**config.mk**
```make
export PLATFORM = sky130hd
export DESIGN_NAME = pix_frame_rcv
export DESIGN_NICKNAME = d
export VERILOG_FILES = /design/src/rtl/pix_frame_rcv.sv
export SDC_FILE = /design/constraint.sdc
export NUM_CORES = 1
export LEC_CHECK = 0
export BUFFER_PORTS_ARGS = -buffer_cell sky130_fd_sc_hd__buf_2
export CAP_MARGIN = 20
export CORE_UTILIZATION = 30
export DETAILED_ROUTE_END_ITERATION = 16
export GPL_TIMING_DRIVEN = 0
export PLACE_DENSITY_LB_ADDON = 0.2
export SYNTH_ARGS = -nofsm -noshare
export SYNTH_HDL_FRONTEND = slang
export SYNTH_SLANG_ARGS = --single-unit
```
**constraint.sdc**
```tcl
create_clock -name i_clk_sys -period 4.6 [get_ports i_clk_sys]
set_input_delay 0.23 -clock i_clk_sys [delete_from_list [all_inputs] [get_ports i_clk_sys]]
set_output_delay 0.23 -clock i_clk_sys [all_outputs]
set_load 0.005 [all_outputs]
```
**src/rtl/pix_frame_rcv.sv**
```systemverilog
// Framed UART pixel receiver: HEADER, LEN_H, LEN_L, N packed pixels, XOR checksum.
// Pixels are emitted while they arrive; the frame outcome is signalled with ACK/NAK.
module pix_frame_rcv #(
  parameter int unsigned CLK_FRE    = 50,
  parameter int unsigned PIX_WIDTH  = 12,
  parameter int unsigned MAX_PIX    = 4096,
  parameter int unsigned ADDR_WIDTH = 12,
  parameter logic [7:0]  HEADER     = 8'hA5,
  parameter int unsigned TIMEOUT_US = 2000,
  parameter logic [7:0]  ACK_CODE   = 8'h06,
  parameter logic [7:0]  NAK_CODE   = 8'h15
) (
  input  logic                  i_clk_sys,
  input  logic                  i_rst,
  input  logic [7:0]            i_rx_data,
  input  logic                  i_rx_done,
  output logic [PIX_WIDTH-1:0]  o_pix,
  output logic [ADDR_WIDTH-1:0] o_pix_addr,
  output logic                  o_pix_valid,
  output logic                  o_frame_done,
  output logic                  o_frame_err,
  output logic [7:0]            o_tx_data,
  output logic                  o_tx_valid,
  output logic                  o_busy,
  output logic [7:0]            o_err_cnt
);

  localparam int unsigned BPP   = (PIX_WIDTH + 7) / 8;
  localparam int unsigned AW    = BPP * 8;
  localparam int unsigned LIMIT = CLK_FRE * TIMEOUT_US;
  localparam int unsigned TW    = $clog2(LIMIT + 1);
  localparam int unsigned BW    = (BPP > 1) ? $clog2(BPP) : 1;

  typedef enum logic [2:0] {
    S_IDLE, S_LEN_H, S_LEN_L, S_PAYLOAD, S_CHK, S_REPLY
  } state_t;

  state_t               state_q, state_d;
  logic [15:0]          len_q;
  logic [15:0]          pix_idx_q;
  logic [BW-1:0]        byte_cnt_q;
  logic [AW-1:0]        asm_q;
  logic [7:0]           chk_q;
  logic                 ack_q;
  logic                 tmo_q;
  logic [TW-1:0]        tmo_cnt_q;
  logic [PIX_WIDTH-1:0] pix_q;
  logic [ADDR_WIDTH-1:0] addr_q;
  logic                 pv_q;
  logic [7:0]           err_cnt_q;

  logic [AW+7:0] asm_cat;
  logic [AW-1:0] asm_nx;
  logic [15:0]   len_n;
  logic          len_bad, byte_last, pix_last, active, tmo_hit;
  logic          unused_bits;

  assign asm_cat     = {asm_q, i_rx_data};
  assign asm_nx      = asm_cat[AW-1:0];
  assign unused_bits = ^asm_cat;
  assign len_n       = {len_q[15:8], i_rx_data};
  assign len_bad     = (len_n == 16'd0) || (32'(len_n) > MAX_PIX);
  assign byte_last   = (byte_cnt_q == BW'(BPP - 1));
  assign pix_last    = (pix_idx_q == len_q - 16'd1);
  assign active      = (state_q != S_IDLE) && (state_q != S_REPLY);
  // A byte arriving on the last timeout cycle still counts as in time.
  assign tmo_hit     = active && !i_rx_done && (tmo_cnt_q == TW'(LIMIT - 1));

  always_ff @(posedge i_clk_sys) begin
    if (i_rst) state_q <= S_IDLE;
    else       state_q <= state_d;
  end

  always_comb begin
    state_d = state_q;
    unique case (state_q)
      S_IDLE:    if (i_rx_done && i_rx_data == HEADER) state_d = S_LEN_H;
      S_LEN_H:   if (i_rx_done) state_d = S_LEN_L;
      S_LEN_L:   if (i_rx_done) state_d = len_bad ? S_REPLY : S_PAYLOAD;
      S_PAYLOAD: if (i_rx_done && byte_last && pix_last) state_d = S_CHK;
      S_CHK:     if (i_rx_done) state_d = S_REPLY;
      S_REPLY:   state_d = S_IDLE;
      default:   state_d = S_IDLE;
    endcase
    if (tmo_hit) state_d = S_IDLE;
  end

  always_comb begin
    o_busy       = (state_q != S_IDLE);
    o_tx_valid   = (state_q == S_REPLY);
    o_tx_data    = '0;
    o_frame_done = 1'b0;
    o_frame_err  = tmo_q;
    if (state_q == S_REPLY) begin
      o_tx_data    = ack_q ? ACK_CODE : NAK_CODE;
      o_frame_done = ack_q;
      o_frame_err  = !ack_q;
    end
  end

  assign o_pix       = pix_q;
  assign o_pix_addr  = addr_q;
  assign o_pix_valid = pv_q;
  assign o_err_cnt   = err_cnt_q;

  always_ff @(posedge i_clk_sys) begin
    if (i_rst) begin
      len_q      <= '0;
      pix_idx_q  <= '0;
      byte_cnt_q <= '0;
      asm_q      <= '0;
      chk_q      <= '0;
      ack_q      <= 1'b0;
      tmo_q      <= 1'b0;
      tmo_cnt_q  <= '0;
      pix_q      <= '0;
      addr_q     <= '0;
      pv_q       <= 1'b0;
      err_cnt_q  <= '0;
    end else begin
      pv_q  <= 1'b0;
      tmo_q <= tmo_hit;
      if (i_rx_done || !active) tmo_cnt_q <= '0;
      else                      tmo_cnt_q <= tmo_cnt_q + 1'b1;
      if (o_frame_err && err_cnt_q != 8'hFF) err_cnt_q <= err_cnt_q + 8'd1;
      if (i_rx_done) begin
        unique case (state_q)
          S_IDLE: begin
            chk_q      <= '0;
            pix_idx_q  <= '0;
            byte_cnt_q <= '0;
            asm_q      <= '0;
          end
          S_LEN_H: begin
            len_q[15:8] <= i_rx_data;
            chk_q       <= chk_q ^ i_rx_data;
          end
          S_LEN_L: begin
            len_q[7:0] <= i_rx_data;
            chk_q      <= chk_q ^ i_rx_data;
            ack_q      <= 1'b0;
          end
          S_PAYLOAD: begin
            chk_q <= chk_q ^ i_rx_data;
            asm_q <= asm_nx;
            if (byte_last) begin
              pix_q      <= asm_nx[PIX_WIDTH-1:0];
              addr_q     <= pix_idx_q[ADDR_WIDTH-1:0];
              pv_q       <= 1'b1;
              pix_idx_q  <= pix_idx_q + 16'd1;
              byte_cnt_q <= '0;
            end else begin
              byte_cnt_q <= byte_cnt_q + 1'b1;
            end
          end
          S_CHK:   ack_q <= (i_rx_data == chk_q);
          default: ;
        endcase
      end
    end
  end

endmodule

```
* Word level (Yosys, flattened, before mapping) *
Cells that the tools add are included.

storage, ports and cells
  flip-flop bits (word level) = 100
  bits in latches = 0
  bits in writable memories = 0
  bits in read-only memories = 0
  input port bits = 11
  word-level logic and storage cells = 89
  memories = 0

cells by class
  add/subtract/negate cells = 5
  multiply operators = 0
  div/mod/pow operators = 0
  order comparisons = 1
  equality and inequality tests = 17
  shifts and indexed selects = 0
  muxes and demuxes = 19
  bitwise operators = 3
  reduce and logical (&&, ||, !) cells = 30

operator list
  cell                                                             count
  case mux 16 bit (2 select lines)                                 1
  2-to-1 mux 3 bit                                                 6
  adder 17 x 1 -> 17 bit, second input constant                    1
  == test 17 bit, second input constant                            1
  adder 16 x 1 -> 16 bit, second input constant                    1
  == test 16 bit                                                   1
  greater-than comparator 16 x 13 -> 1 bit, second input constant  1
  logical NOT 16 bit                                               1
  2-to-1 mux 16 bit                                                1
  case mux 8 bit (2 select lines)                                  1
  subtractor 16 x 1 -> 16 bit, second input constant               1
  case mux 3 bit (5 select lines)                                  1
  != test 2 bit, second input constant                             6
  2-to-1 mux 5 bit                                                 2
  AND reduction 2 bit                                              5
  adder 8 x 1 -> 8 bit, second input constant                      1
  == test 8 bit                                                    1
  == test 8 bit, second input constant                             1
  != test 8 bit, second input constant                             1
  case mux 4 bit (2 select lines)                                  1
  XOR 8 bit                                                        1
  logical AND 1 bit                                                7
  == test 3 x 2 -> 1 bit, second input constant                    2
  == test 3 bit, second input constant                             2
  15 further kinds                                                 28

* Longest topological paths before layout *
  word-level depth = 5
  depth in mapped cells = 9
  gate-level depth less buffers = 9

* Least setup slack after synthesis *
No wires, ideal clock.

  kind = register to register
  start point = reg len_q[4]
  end point = reg state_q[1]
  data arrival time = 1.950 ns
  data required time = 4.481 ns
  setup slack = 2.532 ns
  stages on the path, launching flop included = 9
  buffers on the path = 1
  clock period less this slack = 2.068 ns
  cell sequence = dfxtp_1 > buf_6 > nor4_4 > nand2_2 > or3_1 > a22o_1 > nor4b_4 > a21oi_1 > o221a_1

on the way
  longest elaborated chain between the ends = 5

RTL lines
  element                               line  source
  start: declaration                    39    logic [15:0] len_q;
  start signal: assignment              139   len_q[7:0] <= i_rx_data;
  subtractor 16 x 1 -> 16 bit           64    assign pix_last = (pix_idx_q == len_q - 16'd1);
  == test 16 bit                        64
  logical AND 1 bit                     80    S_PAYLOAD: if (i_rx_done && byte_last && pix_last) state_d = S_CHK;
  != test 2 bit (no source line)        --
  AND reduction 5 bit (no source line)  --
  end signal: assignment                71    else state_q <= state_d;
  end: declaration                      38    state_t state_q, state_d;

No other way between the ends.
A chain may end at the register's enable or synchronous reset.

* Worst setup path in the final report *
  start point = reg state_q[1]
  end point = reg addr_q[3] (netlist: o_pix_addr[3])

on the way
  longest elaborated chain between the ends = 2

RTL lines
  element                               line  source
  == test 3 x 2 -> 1 bit                127   unique case (state_q)
  AND reduction 3 bit (no source line)  --
  end signal: assignment                148   addr_q <= pix_idx_q[ADDR_WIDTH-1:0];
  end: declaration                      48    logic [ADDR_WIDTH-1:0] addr_q;

No other way between the ends.

==> impl_metrics.yaml <==
route:
  drt_wl_total_mm: 12.1
  avgViaCountPerCell: 4.91
  first_pass_iters: 4
  avgRoutedWirePerCell_microns: 14.5
  route.detailed.drc: 0
  ant_nets: 0
  num_vias: 4107
  drtIter0Drc: 167
min_path:
  hp-class: "in -> reg"
power:
  ir_worst_vdd_v: 0.000161
  power_density_nw_per_um2: 297
  combPwrFrac_pct: 3.0
  p_sw_share_pct: 22.3
  intPower_mw: 1.29
  power.share.sequential_pct: 52.1
  p_leak_nw: 2.18
  p_switching_uw: 371
  p_clk_share_pct: 45.0
cts:
  postCtsSetupBuffers: 0
  insertion_delay_ns: 0.35
  cts_made_buffers: 9
  cts_tree: "yes"
  htree_levels: 3
  clk_pin_slew_ns: 0.07
  cts-root-buf: "clkbuf_16"
  cts.hold.buffers_added: 0
  cts_buffer_depth: 2
  post_cts.resized_instances: 0
  clock_sinks: 100
timing:
  slew_headroom_pct: 31.4
  hold_viol: 0
  whs_ns: 0.295
  totalNegativeSetupSlack_ns: 0
  rsz0062_at_grt: "false"
  fmax_mhz: 369
  period_minus_slack_ns: 2.71
  skew_ns: 0.00876
  worst_pin_slew_ns: 1.02
  drv_slew: 0
  finalSetupViolations: 0
  min_period_over_period_pct: 58.9
yosys:
  synth_edf_count: 0
  syn_inst: 564
  synthTopCellsByArea: "dfxtp_1 42%, nor2_1 6.4%, xor2_1 6.4%, a22o_1 4.6%, xnor2_1 4.4%"
  post_synth.cell_area_avg_sq_um: 8.53
  ys_seq_area_share_pct: 41.6
  synthDistinctLibCells: 56
  synth_seq_cells: 100
  synth_top_cell_area_share_pct: 41.6
  syn_area_sq_um: 4810
  synth_area_leader_cell: "dfxtp_1"
  ys_async_sr_fraction_pct: 0
  yosys_most_used_dff: "dfxtp_1"
  yosysWarnings: 0
worst_setup_path:
  crit_fanout: 10
  r2r_cells: 7
  startpoint: "state_q[1]"
  r2r_end: "o_pix_addr[3]"
  cp-end-kind: "flop"
  criticalPathCategory: "reg -> reg"
  crit_path_start_kind: "flop"
  rrSetupSlack_ns: 1.89
  worstSetupEndpoint: "o_pix_addr[3]"
  r2r-start: "state_q[1]"
  required_ns: 4.89
  arrival_ns: 3.00
floorplan:
  start_util_pct: 31.2
  die_x_microns: 129
  boundaryPins: 56
  coreArea_sq_um: 15400
  die_y_microns: 129
  dieArea_sq_um: 16500
  row_count: 45
finish:
  multi_input_area_sq_um: 2580
  drive_gt1_share_pct: 12.5
  nFillCells: 1644
  layout.area.seq_sq_um: 2000
  nets: 635
  insertedDiodeCount: 0
  final_util_pct: 36.2
  area_growth_pct: 16.1
placed_design:
  hpwlAfterDp_mm: 8.84
  io_buffer_count: 42
  gp_congestion: 0.858
grt:
  grt_max_degree: 16
  grt_pass1_wl_mm: 19.6
  antenna_found_initial: 0
  first_global_vias: 3786
  grtUsageTotal_pct: 15.4
  overflow: 0
flow_run:
  cap_violations: 0
outcome:
  outcome: "finished clean"
synthesized netlist by cell type, drive strengths merged, types with 5 or more instances:
cell type  instances
a21oi             32
a22o              25
and2               7
and3              11
and4               5
buf               12
clkbuf            34
dfxtp            100
inv                9
mux2i             10
nand2             50
nand3             14
nand4             11
nor2              82
nor2b              6
nor3               6
nor4              13
o21ai             23
or3                7
xnor2             24
xor2              35
routing by layer:
metal  global-route usage (%)  up-vias  part of all wire [%]
li1                         -     2067                     -
met1                     19.8     1947                    47
met2                     25.1       78                    46
met3                     2.54       15                   4.0
met4                     7.20        0                   2.3
met5                        0        -                     0
critical path, stage by stage, from the launching register on:
cell      delay, ns
dfxtp_1        0.46
nor2b_1        0.32
and3_1         0.20
clkbuf_1       0.27
nand2_1        0.12
nor2_1         0.58
clkbuf_1       0.50
a22o_1         0.20
cells in the final DEF, fill, tap and decap left out, types with 5 or more instances in the layout:
cell type	count
nor3_1	5
buf_4	7
or3_1	7
and3_1	11
and4_1	5
dfxtp_1	100
buf_2	44
xnor2_1	24
clkbuf_1	36
and2_1	7
nand4_1	11
nor2_1	82
xor2_1	35
o21ai_0	21
mux2i_1	10
nor4_1	10
clkbuf_16	9
nor2b_1	6
nand3_1	14
a21oi_1	32
inv_1	9
a22o_1	25
nand2_1	49
registers in the layout (all words and copies together), names as in the netlist:
name / cells
pix_idx_q: 16
asm_q: 4
chk_q: 8
tmo_q: 1
tmo_cnt_q: 17
o_pix_addr: 12
o_err_cnt: 8
o_pix: 12
byte_cnt_q: 1
o_pix_valid: 1
state_q: 3
len_q: 16
ack_q: 1
logic make-up after synthesis:
group,count (synthesis),share of synthesized area [%]
flops,100,41.6
fa+ha+maj,4,1.04
simple gates,228,24.4
buf+inv,55,5.05
other cells,1,0.0779
mux,10,2.08
compound gates,107,15.0
xor+xnor,59,10.7
worst min-delay path by stage:
stage	startpoint	to	slack, ns	cells past startpoint
finish	i_rx_data[5]	len_q[13]	0.29	3
global route	i_rx_data[5]	len_q[13]	0.32	3
CTS	i_rx_data[5]	len_q[13]	0.27	3
detailed placement	tmo_cnt_q[0]	tmo_cnt_q[0]	0.44	1
global placement	tmo_cnt_q[0]	tmo_cnt_q[0]	0.43	1
floorplan	tmo_cnt_q[0]	tmo_cnt_q[0]	0.42	1
power by group through the flow:
stage | logic (mW) | registers, mW | clock network, mW
global placement | 0.0488 | 0.886 | 0
CTS | 0.0492 | 0.865 | 0.771
global route | 0.0543 | 0.865 | 0.806
finish | 0.0491 | 0.866 | 0.747
detailed placement | 0.0492 | 0.886 | 0
floorplan | 0.0326 | 0.885 | 0
final cells by class:
| cell class | instances | share of cell area, % |
|---|---|---|
| multi-input cells | 412 | 46.1 |
| clock buffers | 14 | 4.90 |
| flip-flops and latches | 100 | 35.8 |
| clock inverters | 2 | 0.291 |
| repair buffers | 42 | 3.76 |
| well taps | 211 | 4.73 |
| plain buffers | 46 | 3.74 |
| inverters | 9 | 0.605 |
through the flow:
stage | cells | setup slack, ns | total power [mW] | instance area [sq um]
final | 836 | 1.89 | 1.66 | 5590
after global routing | 836 | 1.64 | 1.73 | 5590
after CTS | 836 | 1.88 | 1.69 | 5590
after detailed placement | 820 | 1.91 | 0.935 | 5300
after global placement | 820 | 1.88 | 0.934 | 5300
after floorplan | 567 | 2.53 | 0.918 | 4820
No activity file was read; power rests on OpenSTA's default activity.
